[src/rtl/tx_push_arbiter.sv]
// Round-robin arbiter sharing the TX FIFO write port between register-file (1 byte) and ALU (2 byte) frames.
// Optional feature macro: TX_ARB_FRAME_TAG_EN prefixes every frame with a source tag byte.
module tx_push_arbiter #(
    parameter int unsigned           DATA_WIDTH = 8,
    parameter int unsigned           ALU_WIDTH  = 16,
    parameter logic [DATA_WIDTH-1:0] RF_TAG     = 8'hBB,
    parameter logic [DATA_WIDTH-1:0] ALU_TAG    = 8'hCC
) (
    input  logic                  CLK,
    input  logic                  RST,
    input  logic                  RF_REQ,
    input  logic [DATA_WIDTH-1:0] RF_DATA,
    output logic                  RF_ACK,
    input  logic                  ALU_REQ,
    input  logic [ALU_WIDTH-1:0]  ALU_DATA,
    output logic                  ALU_ACK,
    input  logic                  FIFO_FULL,
    output logic [DATA_WIDTH-1:0] TX_P_DATA,
    output logic                  TX_D_VLD,
    output logic                  BUSY
);

    localparam int unsigned HOLD_W = ALU_WIDTH;

    typedef enum logic [1:0] {
        ST_IDLE  = 2'd0,
`ifdef TX_ARB_FRAME_TAG_EN
        ST_TAG   = 2'd1,
`endif
        ST_BYTE0 = 2'd2,
        ST_BYTE1 = 2'd3
    } state_e;

    typedef enum logic {
        SRC_RF  = 1'b0,
        SRC_ALU = 1'b1
    } src_e;

`ifdef TX_ARB_FRAME_TAG_EN
    localparam state_e FIRST_ST = ST_TAG;
`else
    localparam state_e FIRST_ST = ST_BYTE0;
    // Tag bytes have no consumer when framing tags are compiled out.
    logic unused_tags;
    assign unused_tags = ^{RF_TAG, ALU_TAG};
`endif

    state_e              state_q,    state_d;
    src_e                src_q,      src_d;
    src_e                last_gnt_q, last_gnt_d;
    logic [HOLD_W-1:0]   hold_q,     hold_d;
    logic                rf_ack_q,   rf_ack_d;
    logic                alu_ack_q,  alu_ack_d;

    logic                push_c;
    logic                gnt_alu_c;
    logic [DATA_WIDTH-1:0] tx_data_c;

    // State and capture registers.
    always_ff @(posedge CLK or negedge RST) begin
        if (!RST) begin
            state_q    <= ST_IDLE;
            src_q      <= SRC_RF;
            last_gnt_q <= SRC_ALU;
            hold_q     <= '0;
            rf_ack_q   <= 1'b0;
            alu_ack_q  <= 1'b0;
        end else begin
            state_q    <= state_d;
            src_q      <= src_d;
            last_gnt_q <= last_gnt_d;
            hold_q     <= hold_d;
            rf_ack_q   <= rf_ack_d;
            alu_ack_q  <= alu_ack_d;
        end
    end

    // Grant, capture and push sequencing; a push state only advances on an accepted push.
    always_comb begin
        state_d    = state_q;
        src_d      = src_q;
        last_gnt_d = last_gnt_q;
        hold_d     = hold_q;
        rf_ack_d   = 1'b0;
        alu_ack_d  = 1'b0;
        gnt_alu_c  = 1'b0;
        push_c     = (state_q != ST_IDLE) && !FIFO_FULL;

        case (state_q)
            ST_IDLE: begin
                if (RF_REQ || ALU_REQ) begin
                    // On contention the source that did not win last time goes first.
                    gnt_alu_c = ALU_REQ && (!RF_REQ || (last_gnt_q == SRC_RF));
                    if (gnt_alu_c) begin
                        hold_d     = ALU_DATA;
                        src_d      = SRC_ALU;
                        last_gnt_d = SRC_ALU;
                        alu_ack_d  = 1'b1;
                    end else begin
                        hold_d     = HOLD_W'(RF_DATA);
                        src_d      = SRC_RF;
                        last_gnt_d = SRC_RF;
                        rf_ack_d   = 1'b1;
                    end
                    state_d = FIRST_ST;
                end
            end
`ifdef TX_ARB_FRAME_TAG_EN
            ST_TAG: begin
                if (push_c) begin
                    state_d = ST_BYTE0;
                end
            end
`endif
            ST_BYTE0: begin
                if (push_c) begin
                    state_d = (src_q == SRC_ALU) ? ST_BYTE1 : ST_IDLE;
                end
            end
            ST_BYTE1: begin
                if (push_c) begin
                    state_d = ST_IDLE;
                end
            end
            default: begin
                state_d = ST_IDLE;
            end
        endcase
    end

    // Byte selected by the current push state; zero when idle.
    always_comb begin
        tx_data_c = '0;
        case (state_q)
`ifdef TX_ARB_FRAME_TAG_EN
            ST_TAG:   tx_data_c = (src_q == SRC_ALU) ? ALU_TAG : RF_TAG;
`endif
            ST_BYTE0: tx_data_c = hold_q[DATA_WIDTH-1:0];
            ST_BYTE1: tx_data_c = hold_q[HOLD_W-1:DATA_WIDTH];
            default:  tx_data_c = '0;
        endcase
    end

    assign TX_P_DATA = tx_data_c;
    assign TX_D_VLD  = push_c;
    assign BUSY      = (state_q != ST_IDLE);
    assign RF_ACK    = rf_ack_q;
    assign ALU_ACK   = alu_ack_q;

endmodule

[config.mk]
export PLATFORM = sky130hd
export DESIGN_NAME = tx_push_arbiter
export DESIGN_NICKNAME = d
export VERILOG_FILES = /design/src/rtl/tx_push_arbiter.sv
export SDC_FILE = /design/constraint.sdc
export NUM_CORES = 1
export LEC_CHECK = 0
export BUFFER_PORTS_ARGS = -buffer_cell sky130_fd_sc_hd__buf_2
export CORE_MARGIN = 2
export CORE_UTILIZATION = 40
export CTS_BUF_LIST = sky130_fd_sc_hd__clkbuf_4 sky130_fd_sc_hd__clkbuf_8 sky130_fd_sc_hd__clkbuf_16
export DETAILED_ROUTE_END_ITERATION = 8
export HOLD_SLACK_MARGIN = 0.15
export PLACE_DENSITY = 0.8
export SLEW_MARGIN = 20
export SYNTH_ARGS = -nofsm -noshare
export SYNTH_HDL_FRONTEND = slang
export SYNTH_SLANG_ARGS = --single-unit
[constraint.sdc]
create_clock -name CLK -period 1.5 [get_ports CLK]
set_input_delay 0.075 -clock CLK [delete_from_list [all_inputs] [get_ports CLK]]
set_output_delay 0.075 -clock CLK [all_outputs]
set_load 0.03 [all_outputs]
# [Word-level counts from Yosys, hierarchy flattened]
# Cells that the tools add are included.
[classes] eq_ne=5 muxes=13 n_reduce_logical=10 n_bitwise=1
[op_table] cell="$mux W16" count=1
[op_table] cell="$pmux W8 S2" count=1
[op_table] cell="$mux W2" count=4
[op_table] cell="$mux W1" count=6
[op_table] cell="$ne A2 B2 Y1 const B" count=3
[op_table] cell="$pmux W2 S3" count=1
[op_table] cell="$eq A2 B2 Y1 const B" count=2
[op_table] cell="$reduce_and A3 Y1" count=1
[op_table] cell="$logic_and A1 B1 Y1" count=2
[op_table] cell="$logic_not A1 Y1" count=2
[op_table] cell="$logic_not A2 Y1" count=1
[op_table] cell="$logic_or A1 B1 Y1" count=2
[op_table] cell="$reduce_and A2 Y1" count=1
[op_table] cell="$reduce_bool A2 Y1" count=1
[op_table] cell="$not A1 Y1" count=1
[totals] word_cells=35 input_bits=29 reg_bits=22 output_inout_bits=12

# [Longest topological paths before layout]
[depth] ltp_word=6 depth_mapped=5

# [Worst setup path after synthesis]
# No wires, ideal clock.
[synth_timing] path_type="reg2reg" from="register last_gnt_q" to="register hold_q[10]" arrival_time_ns=1.209 synth_period_minus_slack_ns=1.330 stages_incl_launch_ff=6 n_path_buf=2 setup_slack_ns=0.170 setup_ns=0.121 cell_sequence="dfstp_2 nand2_1 and3_1 buf_4 buf_6 a22o_1"
[synth_between] elab_chain_cells=4
[synth_rtl] element="from (decl)" line_no="50" rtl="src_e last_gnt_q, last_gnt_d;"
[synth_rtl] element="from (signal assigned)" line_no="71" rtl="last_gnt_q <= last_gnt_d;"
[synth_rtl] element="$not A1 Y1" line_no="93" rtl="gnt_alu_c = ALU_REQ && (!RF_REQ || (last_gnt_q == SRC_RF));"
[synth_rtl] element="$logic_or A1 B1 Y1" line_no="93"
[synth_rtl] element="$logic_and A1 B1 Y1" line_no="93"
[synth_rtl] element="$mux W16" line_no="94" rtl="if (gnt_alu_c) begin"
[synth_rtl] element="to (signal assigned)" line_no="72" rtl="hold_q <= hold_d;"
[synth_rtl] element="to (decl)" line_no="51" rtl="logic [HOLD_W-1:0] hold_q, hold_d;"
# No other way between the ends.
# A chain may end at the register's enable or synchronous reset.

# [Worst setup path after layout]
[layout_timing] from="register state_q[0]" to="output port TX_P_DATA[0]"
[layout_between] elab_chain_cells=2 elab_cells_between_ends=3
[layout_rtl] element="from (decl)" line_no="48" rtl="state_e state_q, state_d;"
[layout_rtl] element="from (signal assigned)" line_no="69" rtl="state_q <= state_d;"
[layout_rtl] element="$eq A2 B2 Y1" line_no="134" rtl="case (state_q)"
[layout_rtl] element="$pmux W8 S2 (*)" line_no="134"
[layout_rtl] element="to (decl)" line_no="18" rtl="output logic [DATA_WIDTH-1:0] TX_P_DATA,"
# Mark *: on every way between the ends. The rest lies on a longest branch, timed or not.

==> metrics.yaml <==
status: "complete, no violations"
drt-total-wl_mm: 2.58
fmax_mhz: 706
htree_levels: 1
end_kind: "output port"
start_util_pct: 42.1
core_um2: 2480
gp_congestion: 0.736
final_util_pct: 60.0
layout_setup_ws_ns: 0.0831
final_net_count: 180
leakage_nw: 0.725
worst_pin_slew_ns: 0.507
report.final.slew_viol_count: 0
yosysTopAreaCell: "dfrtp_1"
synth.area.top_cells: "dfrtp_1 (50%), mux2i_1 (8.6%), a221o_1 (7.7%)"
relSlewSlack_pct: 66.1
layout_common_cells: "buf_2 (40), dfrtp_1 (21), dlygate4sd3_1 (19)"
setup_viol: 0
ant_nets: 0
die_y_um: 55.1
cts_tree: "yes"
cts_buffers: 3
fin_cells: 180
syn_avg_cell_area_um2: 11.3
period_minus_slack_ns: 1.42
internal-power_mw: 1.63
p_total_mw: 2.86
cts_buffer_depth: 2
switching_share_pct: 42.8
p_clk_share_pct: 10.2
crit_fanout: 10
antenna_found_initial: 0
path_class: "flop to output port"
startpoint_type: "flop"
synth.cell_area_um2: 1040
cp.required_ns: 1.42
synthCells: 92
dpl.hpwl_mm: 1.75
final_common_cell: "buf_2"
vdd_ir_drop_max_v: 0.00109
rsz0062_at_grt: "false"
reg2reg_slack_ns: 0.14
ys_ff_latch: 22
die_area_um2: 3030
grt_use_met2_pct: 31.3
p_comb_share_pct: 53.2
top_usage_layer: "met2"
crit_arrival_ns: 1.34
ios: 41
via_per_inst: 5.30
post-place-ws_ns: -0.0634
grt_max_degree: 23
powerDensity_nw_per_um2: 1920
firstDrtPassIters: 4
seq_area_frac_synth_pct: 52.9
hold_violations: 0
cts-root-buf: "clkbuf_4"
skew_ns: 0.00383
use_met3_pct: 2.69
whs_path_depth: 4
hold_slack_ns: 0.162
holdPathEnd: "hold_q[2]"
grt_remaining_overflow: 0
seqPwrFrac_pct: 36.5
synth_cell_types: 20
period_share_pct: 94.5
io_buffers: 40
cts_setup_buffers: 0
rows: 18
grt_use_met1_pct: 24.6
antenna_cells: 0
clkSinkCount: 22
hp-class: "primary input to flop"
grt_pass1_vias: 920
min-delay-start: "RF_DATA[2]"
wl_per_cell_um: 14.3
area_delta_synth_final_pct: 42.4
via_count: 954
reg2reg_to: "hold_q[7]"
yosysWarnings: 0
synth_top_area_share_pct: 50.4
cap_violations: 0
die_w_um: 55.1
insertion_delay_ns: 0.30
drive_gt1_share_pct: 34.7
p_switching_mw: 1.22
syn_nets: 121
drc: 0
r2r-start: "last_gnt_q"
grt_pass1_wl_mm: 4.02
cts.reportedPaths.clkPinSlew_ns: 0.12
grt_use_total_pct: 18.4
dp.cells: 157
drt_iter0_markers: 25
ff2ff_path_depth: 3
## routing by layer
metal / vias to the layer above / share of wire [%]
li1: 455 / -
met1: 458 / 45
met2: 37 / 48
met3: 4 / 5.5
met4: 0 / 1.2
met5: - / 0
## cell families (layout without fill, tap and decap cells)
kind of cell / count (synthesis) / count (layout) / synth area share [%]
simple gates: 33 / 33 / 16.3
flops: 22 / 22 / 52.9
compound gates: 20 / 20 / 17.1
mux: 9 / 9 / 8.63
buf+inv: 8 / 66 / 5.03
## area by class of cell
type                       count  area, um^2
tap                           30        37.5
clock buffer                   4        30.0
inverter                       1        3.75
fill                         205         991
timing repair buffer          61         409
sequential                    22         552
multi-input combinational     62         454
## critical path, stage by stage, from the launching register on
cell	delay, ns
dfrtp_1	0.39
buf_6	0.18
mux2i_1	0.23
nor2b_1	0.06
buf_2	0.17
## power by group through the flow
stage               combinational [mW]  sequential, mW  clock (mW)
floorplan                         1.11            1.03           0
global placement                  1.41            1.04           0
detailed placement                1.45            1.05           0
CTS                               1.49            1.04       0.288
global route                      1.66            1.08       0.315
finish                            1.52            1.04       0.292
## synth_stat cells
library cell / n
buf_2: 3
clkbuf_1: 1
nor3_1: 8
dfrtp_1: 21
a21o_1: 2
nor2_2: 1
inv_2: 1
nor2_1: 1
a22o_1: 8
dfstp_2: 1
a221o_1: 8
buf_4: 1
and3_1: 1
nand2_1: 10
nor3b_1: 1
mux2i_1: 9
nor2b_1: 11
o21ai_0: 1
o21ai_2: 1
buf_6: 2
## how the worst max path moves through the flow
stage / start / endpoint / slack [ns] / cells past startpoint
2_1_floorplan: last_gnt_q / hold_q[10] / 0.17 / 5
3_3_place_gp: last_gnt_q / hold_q[4] / -0.03 / 3
3_5_place_dp: state_q[1] / hold_q[10] / -0.06 / 3
4_1_cts: last_gnt_q / hold_q[7] / 0.05 / 3
5_1_grt: state_q[0] / TX_P_DATA[4] / 0.002 / 4
6_report: state_q[0] / TX_P_DATA[0] / 0.08 / 4
## per-stage QoR
stage	area (um^2)	setup TNS, ns
after floorplan	1040	0
after global placement	1250	-0.211
after detailed placement	1250	-0.773
after CTS	1470	0
after global routing	1490	0
final	1490	0
## registers in the layout, summed over array words and instances (netlist names)
register,count
state_q,2
src_q,1
ALU_ACK,1
RF_ACK,1
last_gnt_q,1
hold_q,16
## what timing repair did
item / in CTS / in global routing
gates resized for setup: 1 / 4
cloned: 0 / 0
hold buffers: 19 / 0
setup endpoints to repair: 16 / 23
endpoints found under the hold margin: 41 / 0
Power figures use the tool's default switching activity.
